--- src/rtl/relay_frame_tx_pkg.sv ---
// Shared constants and types for the relay transmit framer.
package relay_frame_tx_pkg;

    localparam logic [7:0] READER_START_BYTE   = 8'hC0;
    localparam logic [7:0] TAG_START_BYTE      = 8'hF0;
    localparam int         READER_TRAILER_BITS = 16;
    localparam int         TAG_TRAILER_BITS    = 8;

    typedef enum logic [2:0] {
        ST_IDLE,
        ST_PREAMBLE,
        ST_START,
        ST_PAYLOAD,
        ST_TRAILER,
        ST_GAP
    } tx_state_e;

    typedef struct packed {
        logic       last;
        logic [7:0] data;
    } fifo_entry_t;

endpackage

--- src/rtl/relay_frame_tx_if.sv ---
// Payload byte handshake between the ARM/SSP side and the relay framer.
interface relay_frame_tx_if;
    logic [7:0] byte_in;
    logic       byte_valid;
    logic       byte_last;
    logic       byte_ready;

    modport master (output byte_in, output byte_valid, output byte_last, input byte_ready);
    modport slave  (input byte_in, input byte_valid, input byte_last, output byte_ready);
endinterface

--- src/rtl/relay_byte_fifo.sv ---
// Small synchronous FIFO holding {last, byte} payload entries; head is read combinationally.
module relay_byte_fifo #(
    parameter int DEPTH = 4,
    parameter int W     = 9
) (
    input  logic         clk,
    input  logic         rst_n,
    input  logic         wr_i,
    input  logic [W-1:0] din_i,
    input  logic         rd_i,
    output logic [W-1:0] dout_o,
    output logic         full_o,
    output logic         empty_o
);
    localparam int AW = (DEPTH > 1) ? $clog2(DEPTH) : 1;

    logic [W-1:0]  mem_q [DEPTH];
    logic [AW-1:0] wptr_q, rptr_q;
    logic [AW:0]   cnt_q;
    logic          wr_en, rd_en;

    assign full_o  = (cnt_q == (AW+1)'(DEPTH));
    assign empty_o = (cnt_q == '0);
    // A write on a full FIFO is only taken when a read frees the slot in the same clk.
    assign wr_en   = wr_i && (!full_o || rd_i);
    assign rd_en   = rd_i && !empty_o;
    assign dout_o  = mem_q[rptr_q];

    always_ff @(posedge clk) begin
        if (!rst_n) begin
            wptr_q <= '0;
            rptr_q <= '0;
            cnt_q  <= '0;
        end else begin
            if (wr_en) begin
                mem_q[wptr_q] <= din_i;
                wptr_q        <= wptr_q + 1'b1;
            end
            if (rd_en) rptr_q <= rptr_q + 1'b1;
            case ({wr_en, rd_en})
                2'b10:   cnt_q <= cnt_q + 1'b1;
                2'b01:   cnt_q <= cnt_q - 1'b1;
                default: cnt_q <= cnt_q;
            endcase
        end
    end
endmodule

--- src/rtl/relay_frame_tx.sv ---
// Relay link transmit framer: preamble, start marker, MSB-first payload, trailer and
// inter-frame gap, one bit per DIV clks.
module relay_frame_tx
    import relay_frame_tx_pkg::*;
#(
    parameter int DIV           = 16,
    parameter int MIN_IDLE_BITS = 16,
    parameter int FIFO_DEPTH    = 4
) (
    input  logic            clk,
    input  logic            reset,
    input  logic            mode_reader,
    relay_frame_tx_if.slave bif,
    output logic            tx_out,
    output logic            tx_active,
    output logic            underrun
);
    localparam int         DW        = $clog2(DIV + 1);
    localparam logic [7:0] IDLE_LAST = 8'(MIN_IDLE_BITS - 1);

    logic [DW-1:0] div_q;
    logic          bit_strobe;
    tx_state_e     state_q, state_d;
    logic [7:0]    bitcnt_q, bitcnt_d;
    logic [7:0]    shreg_q, shreg_d;
    logic          last_q, last_d;
    logic          mode_q, mode_d;
    logic          underrun_q, underrun_d;
    logic          fifo_full, fifo_empty, fifo_pop;
    fifo_entry_t   fifo_head;
    logic [7:0]    trail_last;

    assign bit_strobe = (div_q == DW'(DIV - 1));

    always_ff @(posedge clk) begin
        if (!reset || bit_strobe) div_q <= '0;
        else                      div_q <= div_q + 1'b1;
    end

    assign bif.byte_ready = !fifo_full;

    relay_byte_fifo #(
        .DEPTH (FIFO_DEPTH),
        .W     ($bits(fifo_entry_t))
    ) u_fifo (
        .clk     (clk),
        .rst_n   (reset),
        .wr_i    (bif.byte_valid && bif.byte_ready),
        .din_i   ({bif.byte_last, bif.byte_in}),
        .rd_i    (fifo_pop),
        .dout_o  (fifo_head),
        .full_o  (fifo_full),
        .empty_o (fifo_empty)
    );

    assign trail_last = mode_q ? 8'(READER_TRAILER_BITS - 1) : 8'(TAG_TRAILER_BITS - 1);

    always_comb begin
        state_d    = state_q;
        bitcnt_d   = bitcnt_q;
        shreg_d    = shreg_q;
        last_d     = last_q;
        mode_d     = mode_q;
        underrun_d = 1'b0;
        fifo_pop   = 1'b0;
        if (bit_strobe) begin
            bitcnt_d = bitcnt_q + 1'b1;
            case (state_q)
                ST_IDLE: begin
                    bitcnt_d = '0;
                    if (!fifo_empty) begin
                        state_d = ST_PREAMBLE;
                        mode_d  = mode_reader;
                    end
                end
                ST_PREAMBLE: if (bitcnt_q == IDLE_LAST) begin
                    state_d  = ST_START;
                    bitcnt_d = '0;
                    shreg_d  = mode_q ? READER_START_BYTE : TAG_START_BYTE;
                end
                ST_START, ST_PAYLOAD: begin
                    if (bitcnt_q != 8'd7) begin
                        shreg_d = {shreg_q[6:0], 1'b0};
                    end else begin
                        bitcnt_d = '0;
                        // A frame only starts with a byte queued, so START always finds a head entry.
                        if (state_q == ST_PAYLOAD && last_q) begin
                            state_d = ST_TRAILER;
                        end else if (!fifo_empty) begin
                            state_d  = ST_PAYLOAD;
                            fifo_pop = 1'b1;
                            shreg_d  = fifo_head.data;
                            last_d   = fifo_head.last;
                        end else begin
                            state_d    = ST_TRAILER;
                            underrun_d = 1'b1;
                        end
                    end
                end
                ST_TRAILER: if (bitcnt_q == trail_last) begin
                    state_d  = ST_GAP;
                    bitcnt_d = '0;
                end
                ST_GAP: if (bitcnt_q == IDLE_LAST) begin
                    bitcnt_d = '0;
                    // Go straight to PREAMBLE when a frame is queued, so the spacing is exactly GAP+PREAMBLE.
                    if (!fifo_empty) begin
                        state_d = ST_PREAMBLE;
                        mode_d  = mode_reader;
                    end else begin
                        state_d = ST_IDLE;
                    end
                end
                default: begin
                    state_d  = ST_IDLE;
                    bitcnt_d = '0;
                end
            endcase
        end
    end

    always_ff @(posedge clk) begin
        if (!reset) begin
            state_q    <= ST_IDLE;
            bitcnt_q   <= '0;
            shreg_q    <= '0;
            last_q     <= 1'b0;
            mode_q     <= 1'b0;
            underrun_q <= 1'b0;
        end else begin
            state_q    <= state_d;
            bitcnt_q   <= bitcnt_d;
            shreg_q    <= shreg_d;
            last_q     <= last_d;
            mode_q     <= mode_d;
            underrun_q <= underrun_d;
        end
    end

    assign tx_out    = (state_q == ST_START || state_q == ST_PAYLOAD) && shreg_q[7];
    assign tx_active = (state_q == ST_PREAMBLE) || (state_q == ST_START) ||
                       (state_q == ST_PAYLOAD)  || (state_q == ST_TRAILER);
    assign underrun  = underrun_q;
endmodule

--- src/flat_wrapper.sv ---
// flat-port wrapper written by rule: the top's interface ports become plain ports
module relay_frame_tx_flat import relay_frame_tx_pkg::*;
#(
    parameter int DIV           = 16,
    parameter int MIN_IDLE_BITS = 16,
    parameter int FIFO_DEPTH    = 4
)
  (clk, reset, mode_reader, tx_out, tx_active, underrun, bif_byte_in, bif_byte_valid, bif_byte_last, bif_byte_ready);
  relay_frame_tx_if bif_i ();
  input  logic clk;
  input  logic reset;
  input  logic mode_reader;
  output logic tx_out;
  output logic tx_active;
  output logic underrun;
  input wire logic [$bits(bif_i.byte_in)-1:0] bif_byte_in;
  input wire logic [$bits(bif_i.byte_valid)-1:0] bif_byte_valid;
  input wire logic [$bits(bif_i.byte_last)-1:0] bif_byte_last;
  output wire logic [$bits(bif_i.byte_ready)-1:0] bif_byte_ready;
  assign bif_i.byte_in = bif_byte_in;
  assign bif_i.byte_valid = bif_byte_valid;
  assign bif_i.byte_last = bif_byte_last;
  assign bif_byte_ready = bif_i.byte_ready;
  relay_frame_tx #(.DIV(DIV), .MIN_IDLE_BITS(MIN_IDLE_BITS), .FIFO_DEPTH(FIFO_DEPTH)) u_core (.clk(clk), .reset(reset), .mode_reader(mode_reader), .bif(bif_i), .tx_out(tx_out), .tx_active(tx_active), .underrun(underrun));
endmodule
--- config.mk ---
export PLATFORM = sky130hd
export DESIGN_NAME = relay_frame_tx_flat
export DESIGN_NICKNAME = d
export VERILOG_FILES = /design/src/rtl/relay_frame_tx_pkg.sv /design/src/rtl/relay_frame_tx_if.sv /design/src/rtl/relay_byte_fifo.sv /design/src/rtl/relay_frame_tx.sv /design/src/flat_wrapper.sv
export SDC_FILE = /design/constraint.sdc
export NUM_CORES = 1
export LEC_CHECK = 0
export CORE_UTILIZATION = 45
export CTS_BUF_LIST = sky130_fd_sc_hd__clkbuf_16
export CTS_CLUSTER_DIAMETER = 80
export DETAILED_ROUTE_END_ITERATION = 8
export PLACE_DENSITY = 0.6
export SETUP_SLACK_MARGIN = 0.15
export SLEW_MARGIN = 25
export SYNTH_ARGS = -nofsm -noshare
export SYNTH_HDL_FRONTEND = slang
export SYNTH_HIERARCHICAL = 1
export SYNTH_SLANG_ARGS = --single-unit
--- constraint.sdc ---
create_clock -name clk -period 5.2 [get_ports clk]
set_input_delay 1.04 -clock clk [delete_from_list [all_inputs] [get_ports clk]]
set_output_delay 1.04 -clock clk [all_outputs]
set_load 0.005 [all_outputs]
==> impl_metrics.py <==
metrics = {
    "worst_setup_path": {
        "critPathCaptureType": "flip-flop",
        "critical-path-top-delay-family": "adder cells",
        "slowest_stage": "fa_1",
        "cpPeakStageDelay_ns": 0.37,
        "r2r_slack_ns": 1.98,
        "start_kind": "flip-flop",
        "worstSetupPathType": "flip-flop to flip-flop",
        "worstPathRequired_ns": 5.46,
        "worst-path-buf-inv": 2,
        "arrival_ns": 3.48,
        "crit_fanout": 11,
        "worst_path_most_repeated_cell": "ha_1",
        "cp_cell_sequence": "ha_1, and3_1, ha_1, nor2b_1, nand3_1, a21oi_1, inv_1, nor2_1, ha_1, inv_1, fa_1, xor2_1, or3_1, a21boi_1",
    },
    "cts": {
        "postCtsHoldBufs": 0,
        "cts_tree": "done",
        "h-tree-depth": 3,
        "root_buffer": "clkbuf_16",
        "cts_buffer_depth": 2,
        "clkSinkCount": 72,
        "clk_pin_slew_ns": 0.06,
        "cts_buffers": 9,
        "cts_setup_buffers": 0,
        "cts-resized-gates": 0,
        "clk_latency_ns": 0.33,
    },
    "timing": {
        "period_needed_ns": 3.215,
        "setup_slack_ns": 1.985,
        "tightest_slew_ns": 0.6363,
        "hold_violations": 0,
        "fin_crit_sh": 0.6183,
        "rsz0062_at_grt": "no",
        "drv_slew": 0,
        "fmax_ghz": 0.3110,
        "fin_worst_skew_ns": 0.005861,
        "tns_ns": 0,
        "relSlewSlack": 0.5742,
        "setup_viol": 0,
    },
    "floorplanning": {
        "core_sq_um": 7214,
        "dieArea_sq_um": 7758,
        "row_count": 31,
        "pin_count": 17,
        "chipWidth_um": 88.08,
        "fp.dieH_um": 88.08,
        "start_util": 0.4622,
    },
    "detailed_routing": {
        "wirelength_um": 6017,
        "dr.max_layer_used": "met4",
        "met2WireLength_um": 2702,
        "dr_total_vias": 2161,
        "dr_wl_met3_um": 251,
        "drt_iter0_markers": 90,
        "met1_length_um": 2993,
        "first_pass_iters": 4,
        "drtAntennaViolNets": 0,
        "drc_errors": 0,
        "wire_per_inst_um": 14.78,
        "vias_per_cell": 5.310,
    },
    "global_route": {
        "grt_overflow": 0,
        "grt_first_pass_wirelength_um": 9922,
        "antenna_found_initial": 0,
        "first_global_vias": 2043,
        "grt_use_total": 0.1714,
        "grt_max_degree": 24,
    },
    "logic_synthesis": {
        "ys_top_cells_by_count": "36 x dfxtp_1, 36 x edfxtp_1, 24 x nand2_1, 15 x nand3_1, 15 x nor2_1",
        "syn-num-nets": 310,
        "netlist_top_cells_area": "edfxtp_1 32%, dfxtp_1 22%, mux4_2 6.1%, ha_1 3.0%, nand2_1 2.7%",
        "avgSynthCellArea_sq_um": 11.58,
        "synth_edf_count": 36,
        "synth_top_area_share": 0.3242,
        "synthCells": 288,
        "ys_ff_latch": 72,
        "synth.lib_cells_used.distinct": 54,
        "synth_area_sq_um": 3334,
        "ys_async_sr_fraction": 0,
        "yosys.area.top_type": "edfxtp_1",
        "ys.flop_type": "edfxtp_1",
        "synth_warnings": 6,
        "yosysSeqAreaShare": 0.5403,
    },
    "power_and_ir_drop": {
        "p_leak_uw": 0.001367,
        "clkPwrFrac": 0.472,
        "pwr-share-comb": 0.044,
        "switching_share": 0.2351,
        "p_per_area_nw_per_um2": 329.5,
        "p_int_uw": 972.7,
        "p_sw_uw": 299.0,
        "vdd_drop_max_mv": 0.1557,
        "power_frac_seq": 0.484,
    },
    "finish": {
        "final_nets": 325,
        "drive_above_1_share": 0.1364,
        "design_area_sq_um": 3860,
        "diodes": 0,
        "fillers": 627,
        "area_growth_pct": 15.76,
        "utilization": 0.5350,
    },
    "placed_design": {
        "place_congestion": 0.7560,
        "io_buffer_count": 16,
        "placed_area_sq_um": 3561,
        "place_ws_ns": 1.995,
        "dpl.hpwl_um": 4134,
    },
    "job": {
        "maxCapViolCount": 0,
    },
    "outcome": {
        "status": "finished clean",
    },
    "hold_path": {
        "hp-class": "flip-flop to flip-flop",
    },
}
==> power by group through the flow <==
stage / combinational (uW) / sequential [uW] / clock [uW]
final: 55.5 / 616 / 600
after detailed placement: 55.8 / 629 / 0
after floorplan: 33.2 / 627 / 0
after CTS: 56.2 / 616 / 612
after global placement: 55.9 / 628 / 0
after global routing: 61.6 / 617 / 637
==> layout by cell type (no fill, tap or decap), types with 2 or more instances in the layout <==
cell type / n
a21boi_1: 2
a21boi_2: 2
a21o_1: 4
a21oi_1: 10
a311oi_1: 3
a31oi_1: 3
and2_1: 4
and3_1: 9
buf_4: 2
clkbuf_16: 9
clkdlybuf4s50_1: 16
clkinv_4: 2
dfxtp_1: 36
edfxtp_1: 36
ha_1: 8
inv_1: 14
inv_6: 2
inv_8: 2
mux2_1: 3
mux2i_1: 7
mux4_2: 9
nand2_1: 24
nand2b_1: 6
nand3_1: 15
nand3b_1: 2
nand4_1: 4
nor2_1: 15
nor2_4: 2
nor2b_1: 4
nor3_1: 4
nor3_2: 2
o211a_1: 2
o21ai_0: 12
o21ai_1: 4
or3_1: 4
xnor2_1: 3
xor2_1: 3
==> worst register-to-register path: stages (launching register included) <==
cell      delay, ns
dfxtp_1        0.35
ha_1           0.18
and3_1         0.16
ha_1           0.34
nor2b_1        0.26
nand3_1        0.12
a21oi_1        0.20
inv_1          0.11
nor2_1         0.19
ha_1           0.21
inv_1          0.06
fa_1           0.37
xor2_1         0.15
or3_1          0.30
a21boi_1       0.14
==> final timing paths <==
path,from,end,cells after the start
hold / removal,u_core/div_q[0]$_SDFF_PP0_,u_core/div_q[0]$_SDFF_PP0_,1
setup reg to reg,u_core/div_q[0]$_SDFF_PP0_,u_core/u_fifo/cnt_q[2]$_SDFFE_PN0P_,14
hold reg to reg,u_core/div_q[0]$_SDFF_PP0_,u_core/div_q[0]$_SDFF_PP0_,1
setup / recovery,u_core/div_q[0]$_SDFF_PP0_,u_core/u_fifo/cnt_q[2]$_SDFFE_PN0P_,14
==> metal layers <==
layer / track usage / vias up
met5: 0 / -
met4: 0.06158 / 0
met3: 0.04807 / 7
met2: 0.2671 / 55
met1: 0.2295 / 1011
li1: - / 1088
==> sequential cells by signal (all words and copies together), names as in the netlist, 2 cells and up, named ones only <==
| register | count |
|---|---|
| u_core/u_fifo/mem_q | 36 |
| u_core/bitcnt_q | 8 |
| u_core/shreg_q | 8 |
| u_core/div_q | 5 |
| u_core/state_q | 3 |
| u_core/u_fifo/cnt_q | 3 |
| u_core/u_fifo/rptr_q | 2 |
| u_core/u_fifo/wptr_q | 2 |
==> area by class of cell <==
cell class	instances	area [sq um]	area share
Sequential cell	72	1802	0.4668
Multi-Input combinational cell	188	1408	0.3647
Clock buffer	9	225.2	0.05835
Timing Repair Buffer	18	175.2	0.04538
Tap cell	99	123.9	0.03209
Clock inverter	7	73.82	0.01912
Inverter	14	52.55	0.01361
==> cells by family after synthesis <==
group | count (synthesis) | share of synthesized area
and+or+nand+nor | 102 | 0.1688
DFF | 72 | 0.5403
AOI/OAI and AO/OA | 52 | 0.1096
buffers and inverters | 28 | 0.03752
muxes | 19 | 0.09193
adders and majority gates | 9 | 0.03602
xor gates and xnor gates | 6 | 0.01576
==> through the flow <==
step           std cells  hold WS, ns  power (uW)
2_1_floorplan        288       0.4179       660.1
3_3_place_gp         391       0.4324       683.8
3_5_place_dp         391       0.4481       684.5
4_1_cts              407       0.4593        1285
5_1_grt              407       0.4989        1316
6_report             407       0.4504        1272
Note: power is estimated with default switching activity, not from simulation.
